`src/rtl/ide_pio_sequencer_pkg.sv`:
```
// Shared state encoding, default ATA PIO timing constants and counter-load helpers
// for the IDE PIO strobe sequencer.
package ide_pio_sequencer_pkg;

   typedef enum logic [2:0] {
      PIO_IDLE     = 3'd0,
      PIO_SETUP    = 3'd1,
      PIO_STROBE   = 3'd2,
      PIO_WAIT_RDY = 3'd3,
      PIO_ACK      = 3'd4,
      PIO_RECOVER  = 3'd5
   } pio_state_t;

   localparam int DEF_T1_CYC      = 2;
   localparam int DEF_T2_CYC      = 4;
   localparam int DEF_T2I_CYC     = 2;
   localparam int DEF_RDY_TIMEOUT = 64;

   // Counters run from N-1 down to 0, so a phase of N cycles loads N-1.
   function automatic logic [3:0] cyc_load4(input int n);
      return (n > 0) ? 4'(n - 1) : 4'd0;
   endfunction

   function automatic logic [7:0] cyc_load8(input int n);
      return (n > 0) ? 8'(n - 1) : 8'd0;
   endfunction

endpackage

```
`src/rtl/ide_pio_sequencer_sync2.sv`:
```
// Generic two-flop synchroniser with a selectable reset value; used to bring the
// asynchronous IDE IORDY line into the clk domain.
module ide_sync2 #(
   parameter logic RESET_VAL = 1'b1
) (
   input  logic clk,
   input  logic reset_n,
   input  logic d,
   output logic q
);

   logic meta;

   always_ff @(posedge clk or negedge reset_n) begin
      if (!reset_n) begin
         meta <= RESET_VAL;
         q    <= RESET_VAL;
      end else begin
         meta <= d;
         q    <= meta;
      end
   end

endmodule

```
`src/rtl/ide_pio_sequencer.sv`:
```
// Sequences one IDE PIO transfer per bus cycle with ATA t1/t2/t2i spacing and
// IORDY stretching; strobes and dtack are registered from the next state.
module ide_pio_sequencer
   import ide_pio_sequencer_pkg::*;
#(
   parameter int T1_CYC      = DEF_T1_CYC,
   parameter int T2_CYC      = DEF_T2_CYC,
   parameter int T2I_CYC     = DEF_T2I_CYC,
   parameter int RDY_TIMEOUT = DEF_RDY_TIMEOUT
) (
   input  logic       clk,
   input  logic       reset_n,
   input  logic       req,
   input  logic       rw,
   input  logic       as_n,
   input  logic       iordy,
   output logic       ior_n,
   output logic       iow_n,
   output logic       dtack,
   output logic       busy,
   output logic       timeout,
   output logic [2:0] state_dbg
);

   localparam logic [3:0] T1_LOAD  = cyc_load4(T1_CYC);
   localparam logic [3:0] T2_LOAD  = cyc_load4(T2_CYC);
   localparam logic [3:0] T2I_LOAD = cyc_load4(T2I_CYC);
   localparam logic [7:0] RDY_LOAD = cyc_load8(RDY_TIMEOUT);

   pio_state_t state, state_nxt;
   logic [3:0] cnt, cnt_nxt;
   logic [7:0] tcnt, tcnt_nxt;
   logic       rw_q, rw_nxt;
   logic       timeout_nxt;
   logic       strobe_nxt;
   logic       iordy_s;

   ide_sync2 #(.RESET_VAL(1'b1)) u_iordy_sync (
      .clk     (clk),
      .reset_n (reset_n),
      .d       (iordy),
      .q       (iordy_s)
   );

   // Handshake: req qualifies the start only while IDLE; after that as_n alone
   // governs the cycle, and dtack stays high until as_n is sampled high.
   always_ff @(posedge clk or negedge reset_n) begin
      if (!reset_n) begin
         state   <= PIO_IDLE;
         cnt     <= 4'd0;
         tcnt    <= 8'd0;
         rw_q    <= 1'b1;
         ior_n   <= 1'b1;
         iow_n   <= 1'b1;
         dtack   <= 1'b0;
         timeout <= 1'b0;
      end else begin
         state   <= state_nxt;
         cnt     <= cnt_nxt;
         tcnt    <= tcnt_nxt;
         rw_q    <= rw_nxt;
         ior_n   <= !(strobe_nxt && rw_nxt);
         iow_n   <= !(strobe_nxt && !rw_nxt);
         dtack   <= (state_nxt == PIO_ACK);
         timeout <= timeout_nxt;
      end
   end

   always_comb begin
      state_nxt   = state;
      cnt_nxt     = cnt;
      tcnt_nxt    = tcnt;
      rw_nxt      = rw_q;
      timeout_nxt = 1'b0;
      unique case (state)
         PIO_IDLE: begin
            if (req && !as_n) begin
               state_nxt = PIO_SETUP;
               rw_nxt    = rw;
               cnt_nxt   = T1_LOAD;
            end
         end
         PIO_SETUP: begin
            if (as_n) begin
               state_nxt = PIO_IDLE;
               cnt_nxt   = 4'd0;
            end else if (cnt == 4'd0) begin
               state_nxt = PIO_STROBE;
               cnt_nxt   = T2_LOAD;
            end else begin
               cnt_nxt = cnt - 4'd1;
            end
         end
         PIO_STROBE: begin
            if (as_n) begin
               state_nxt = (T2I_CYC == 0) ? PIO_IDLE : PIO_RECOVER;
               cnt_nxt   = T2I_LOAD;
            end else if (cnt == 4'd0) begin
               if (iordy_s) begin
                  state_nxt = PIO_ACK;
               end else begin
                  state_nxt = PIO_WAIT_RDY;
                  tcnt_nxt  = RDY_LOAD;
               end
            end else begin
               cnt_nxt = cnt - 4'd1;
            end
         end
         PIO_WAIT_RDY: begin
            // An aborting as_n wins over both IORDY and the timeout.
            if (as_n) begin
               state_nxt = (T2I_CYC == 0) ? PIO_IDLE : PIO_RECOVER;
               cnt_nxt   = T2I_LOAD;
               tcnt_nxt  = 8'd0;
            end else if (iordy_s) begin
               state_nxt = PIO_ACK;
               tcnt_nxt  = 8'd0;
            end else if (tcnt == 8'd0) begin
               state_nxt   = PIO_ACK;
               timeout_nxt = 1'b1;
            end else begin
               tcnt_nxt = tcnt - 8'd1;
            end
         end
         PIO_ACK: begin
            if (as_n) begin
               state_nxt = (T2I_CYC == 0) ? PIO_IDLE : PIO_RECOVER;
               cnt_nxt   = T2I_LOAD;
            end
         end
         PIO_RECOVER: begin
            if (cnt == 4'd0) begin
               state_nxt = PIO_IDLE;
            end else begin
               cnt_nxt = cnt - 4'd1;
            end
         end
         default: begin
            state_nxt = PIO_IDLE;
            cnt_nxt   = 4'd0;
            tcnt_nxt  = 8'd0;
         end
      endcase
      strobe_nxt = (state_nxt == PIO_STROBE) || (state_nxt == PIO_WAIT_RDY);
   end

   assign busy      = (state != PIO_IDLE);
   assign state_dbg = state;

endmodule

```
`config.mk`:
```
export PLATFORM = sky130hd
export DESIGN_NAME = ide_pio_sequencer
export DESIGN_NICKNAME = d
export VERILOG_FILES = /design/src/rtl/ide_pio_sequencer_pkg.sv /design/src/rtl/ide_pio_sequencer_sync2.sv /design/src/rtl/ide_pio_sequencer.sv
export SDC_FILE = /design/constraint.sdc
export NUM_CORES = 1
export LEC_CHECK = 0
export ABC_AREA = 1
export BUFFER_PORTS_ARGS = -buffer_cell sky130_fd_sc_hd__buf_2
export CORE_ASPECT_RATIO = 0.9
export CORE_UTILIZATION = 62
export DETAILED_ROUTE_END_ITERATION = 8
export PLACE_DENSITY = 0.83
export SYNTH_ARGS = -nofsm -noshare
export SYNTH_HDL_FRONTEND = slang
export SYNTH_SLANG_ARGS = --single-unit
export TNS_END_PERCENT = 30
```
`constraint.sdc`:
```
create_clock -name clk -period 3.45 [get_ports clk]
set_input_delay 0.1725 -clock clk [delete_from_list [all_inputs] [get_ports clk]]
set_output_delay 0.1725 -clock clk [all_outputs]
set_load 0.02 [all_outputs]
```
==> flow_summary.ini, run 1 <==
[outcome]
status = completed

[grt]
use_met1 = 0.3455
grt_pass1_vias = 1236
grt_usage = 0.2954
grt_util_met2 = 0.5026
overflow = 0
antenna_found_initial = 0
grt_busiest_layer = met2
use_met3 = 0.1068
grt_max_degree = 23
grt_pass1_wl_um = 5126

[logic_synthesis]
synth-seq-area-share = 0.3956
netlist_top_cells_area = dfrtp_1 30%, nand2_1 15%, dfstp_2 9.3%, inv_1 7.2%, o21ai_0 5.7%
synth_edf_count = 0
synthTopCellsByCount = 57 x nand2_1, 27 x inv_1, 19 x nor2_1
syn_nets = 205
ys_seq_elements = 22
synth_top_area_frac = 0.3022
synthFlopType = dfrtp_1
synth_cell_types = 27
async_flop_share = 1.000
avgSynthCellArea_um2 = 7.182
syn_inst = 196
yosysTopAreaCell = dfrtp_1
synth_area_mm2 = 0.001408
synth_most_common_cell = nand2_1
yosysWarnings = 0

[die]
dieHeight_um = 47.21
num_rows = 15
io_pins = 14
dieWidth_um = 52.23
initial_core_util = 0.6944
die_area_mm2 = 0.002465
core_mm2 = 0.002027

[route]
ant_nets = 0
drtPass1Iterations = 4
drt-total-wl_um = 3084
viasPerCell = 5.523
wire_per_inst_um = 13.01
vias = 1309
route.detailed.drc = 0
drt-initial-drc-count = 27

[timing]
rsz0062_at_grt = false
fin_crit_sh = 0.5713
hold_slack_ps = 134.6
slew_viol_final = 0
setup-tns-final_ps = 0
setup-violations-final = 0
slew_headroom = 0.5663
fin_worst_skew_ps = 17.29
fmax_ghz = 0.5074
worst_pin_slew_ps = 649.9
final_hold_viol_count = 0
post-route-min-period_ps = 1971

[setup_path]
critPathSlowestCell = dfrtp_1
required_ps = 3680
critPathMaxStageDelay_ps = 410
startpoint_type = flip-flop
worstSetupPathType = reg2reg
worstPathCellList = inv_1, ha_1, nand2_1, ha_1, o21ai_0, o21ai_0, o21ai_0, o21ai_0
worst_path_most_repeated_cell = o21ai_0
critPathArrivalTime_ps = 2200
crit_path_max_fanout = 8
endpoint_kind = flip-flop

[clocking]
cts_buffers = 3
cts_tree = done
insertion_delay_ps = 330
clkSinkCount = 22
cts_root_buf = clkbuf_4
cts_resized = 0
cts.clk_slew.worst_paths_ps = 140
clockBufferDepth = 2
htree_levels = 1

[finish]
drive_gt1_frac = 0.1887
diodes = 0
area_delta_synth_final_pct = 10.13
finalNetCount = 222

[place]
io_buffers = 13
gp_congestion = 0.9269
place_hpwl_um = 2342

[run]
maxCapViolations = 0

[power_and_ir_drop]
p_leak_nw = 0.8492
vdd_ir_drop_max_mv = 0.6512
power_density_mw_per_mm2 = 846.7

[worst_hold_path]
min_path_type = in2reg
[report_power, final]
group	switching, mW	total [mW]	leakage, nW	internal (mW)
clock	0.0842	0.202	0.0279	0.118
combinational	0.467	0.702	0.542	0.235
sequential	0.0689	0.409	0.280	0.340
total	0.620	1.31	0.849	0.693
[placed cells by master, fill, tap and decap left out, drive strengths merged]
cell          n
o21ai        21
a21oi         5
nor3b         1
nor3          2
ha            3
buf          13
xnor2         1
dfrtp        17
nand2        63
dlygate4sd3   2
nand3b        1
a31oi         1
bufinv        1
nand4         4
xor2          2
nand3        13
inv          30
dfstp         5
o21bai        1
o211ai        1
clkbuf        3
nor2         22
[routing by layer]
metal,share of wire,vias to the layer above,wire length [um]
met2,0.48,52,1487
met5,0,-,0
met4,0.013,0,39
met3,0.065,6,200
met1,0.44,600,1358
li1,-,651,-
[sequential cells by signal, summed over array words and instances (netlist names)]
name / count
u_iordy_sync.q: 1
u_iordy_sync.meta: 1
rw_q: 1
iow_n: 1
tcnt: 8
state_dbg: 3
cnt: 4
ior_n: 1
timeout: 1
dtack: 1
[cell type report]
type	count	area (um^2)
Clock buffer	3	22.52
Fill cell	167	476.7
Sequential cell	22	556.8
Tap cell	25	31.28
Inverter	30	112.6
Multi-Input combinational cell	141	711.9
Clock inverter	1	30.03
Timing Repair Buffer	15	85.08
[path summary, 6_finish.rpt]
kind / startpoint / end / slack (ps) / cells after the start
hold / removal: rw / iow_n / 130 / 3
max in group asynchronous: reset_n / iow_n / 2750 / 2
hold reg to reg: u_iordy_sync.meta / u_iordy_sync.q / 360 / 0
setup / recovery: cnt[0] / cnt[0] / 1480 / 8
setup reg to reg: cnt[0] / cnt[0] / 1480 / 8
min in group asynchronous: reset_n / cnt[0] / 320 / 2
[kinds of logic (layout without fill, tap and decap cells)]
logic type | after synthesis | count (layout) | share of synthesized area
buf+inv | 33 | 49 | 0.09866
flops | 22 | 22 | 0.3956
xor+xnor | 3 | 3 | 0.01867
fa+ha+maj | 3 | 3 | 0.02667
compound gates | 29 | 29 | 0.1209
simple gates | 106 | 106 | 0.3396
[worst max-delay path: cells and delay by family, from the launching register on]
kind            cells  cell delay [ps]
simple gates        1              240
fa+ha+maj           2              650
flops               1              410
compound gates      4              470
buf+inv             1              100
[stage by stage]
stage	setup slack, ps	std cells	power [mW]	utilization	cell area [um^2]
after global placement	1635	231	1.061	0.7290	1478
after CTS	1486	237	1.309	0.7648	1550
after global routing	1308	237	1.425	0.7648	1550
after detailed placement	1536	231	1.100	0.7290	1478
after floorplan	1664	196	0.9478	-	1408
final	1479	237	1.313	0.7648	1550
[repair_timing]
action / in CTS / in global routing
hold buffers: 2 / 0
buffers inserted: 0 / 0
endpoints found under the hold margin: 18 / 0
Note: power is estimated with default switching activity, not from simulation.
==> run 2: changes to the inputs <==
--- a/config.mk
+++ b/config.mk
@@ -8,9 +8,9 @@
 export ABC_AREA = 1
 export BUFFER_PORTS_ARGS = -buffer_cell sky130_fd_sc_hd__buf_2
 export CORE_ASPECT_RATIO = 0.9
-export CORE_UTILIZATION = 62
+export CORE_UTILIZATION = 58
 export DETAILED_ROUTE_END_ITERATION = 8
-export PLACE_DENSITY = 0.83
+export PLACE_DENSITY = 0.78
 export SYNTH_ARGS = -nofsm -noshare
 export SYNTH_HDL_FRONTEND = slang
 export SYNTH_SLANG_ARGS = --single-unit
==> constraint.sdc (replaced) <==
create_clock -name clk -period 1.85 [get_ports clk]
set_input_delay 0.0925 -clock clk [delete_from_list [all_inputs] [get_ports clk]]
set_output_delay 0.0925 -clock clk [all_outputs]
set_load 0.02 [all_outputs]
==> flow_summary.ini, run 2 (synthesis results as in run 1) <==
[place]
placed_cell_area_mm2 = 0.001515
placedCellCount = 236
gp_congestion = 0.8760
dpl_worst_slack_ps = 80.22
io_buffers = 13
place_hpwl_um = 2207

[clocking]
cts_root_buf = clkbuf_4
insertion_delay_ps = 330
htree_levels = 1
cts_buffers = 3
clockBufferDepth = 2
postCtsSetupBuffers = 0
cts.clk_slew.worst_paths_ps = 130
clkSinkCount = 22
cts_tree = done

[finish]
finalNetCount = 225
final_util = 0.7137
regMostFlops = tcnt
diodes = 0
fillers = 187
instances_no_fill = 242
finalInstanceArea_mm2 = 0.001600
final_common_cell = nand2_1
mostFrequentLayoutCells = 57 x nand2_1, 26 x inv_1, 19 x nor2_1
largest_reg_flops = 8
drive_gt1_frac = 0.2093
area_delta_synth_final_pct = 13.69

[timing]
fin_crit_sh = 0.8939
hold_slack_ps = 60.77
worst_pin_slew_ps = 477.0
slew_headroom = 0.6820
final_hold_viol_count = 0
fin_worst_skew_ps = 7.919
slew_viol_final = 0
fin_ws_ps = 196.3
rsz0062_at_grt = false
setup-violations-final = 0
fmax_ghz = 0.6047
setup-tns-final_ps = 0
post-route-min-period_ps = 1654

[setup_path]
r2r-start = cnt[1]
critPathArrivalTime_ps = 1880
startpoint_type = flip-flop
worstSetupPathType = reg2reg
r2r_cells = 8
rr_endpoint = cnt[0]
endpoint_kind = flip-flop
crit_path_max_fanout = 7
ff2ff_setup_slack_ps = 200
required_ps = 2070

[route]
drtPass1Iterations = 4
wire_per_inst_um = 11.93
drt-initial-drc-count = 47
drt-total-wl_um = 2886
route.detailed.drc = 0
vias = 1284
ant_nets = 0
viasPerCell = 5.306

[die]
dieWidth_um = 53.93
initial_core_util = 0.6278
dieHeight_um = 48.74
core_mm2 = 0.002242
num_rows = 16
io_pins = 14
die_area_mm2 = 0.002628

[worst_hold_path]
hold_depth = 3
min_from = rw
min_path_type = in2reg
hold_end = iow_n

[power_and_ir_drop]
p_leak_nw = 0.8662
total_power_mw = 2.524
power_density_mw_per_mm2 = 1577
vdd_ir_drop_max_mv = 0.9373

[grt]
grt_pass1_wl_um = 4850
overflow = 0
grt_max_degree = 23
grt_usage = 0.2540
antenna_found_initial = 0
grt_pass1_vias = 1153

[run]
maxCapViolations = 0

[outcome]
status = completed
==> run 2: cell count changes in the layout (fill, tap and decap cells not counted), sizes merged <==
cell / previous run / this run
buf: 13 / 16
==> run 2: where the power goes <==
part           internal, mW  switching [mW]
Sequential            0.635           0.123
Combinational         0.507           0.880
Clock                 0.219           0.160
==> run 2: worst max-delay path, stage by stage, from the launching register on <==
cell	delay (ps)
dfrtp_1	410
inv_1	130
ha_4	190
nand2_1	80
ha_1	300
o21ai_0	130
o21ai_0	90
o21ai_0	130
o21ai_0	100
==> run 2: worst max path at each step <==
stage,from,depth (start not counted),end
2_1_floorplan,cnt[0],9,cnt[0]
3_3_place_gp,cnt[0],8,cnt[0]
3_5_place_dp,cnt[0],8,cnt[0]
4_1_cts,cnt[0],8,cnt[0]
5_1_grt,cnt[1],8,cnt[0]
6_report,cnt[1],8,cnt[0]
==> run 2: final cells by class <==
type | instances | area [um^2] | area share
well taps | 27 | 33.78 | 0.02111
flip-flops and latches | 22 | 556.8 | 0.3479
multi-input cells | 141 | 724.4 | 0.4527
clock buffers | 3 | 22.52 | 0.01407
clock inverters | 1 | 30.03 | 0.01876
inverters | 30 | 112.6 | 0.07037
repair buffers | 18 | 120.1 | 0.07506
==> run 2: repair_timing <==
item	4_1_cts	5_1_grt
hold endpoints to repair	18	0
setup endpoints to repair	0	7
hold buffers	2	0
resized for setup	0	3
==> run 2: metal layers <==
layer,vias up,part of all wire,global-route usage
met5,-,0,0
met4,0,0.013,0.06579
met3,4,0.036,0.05660
met2,32,0.46,0.3848
met1,593,0.49,0.3629
li1,655,-,-
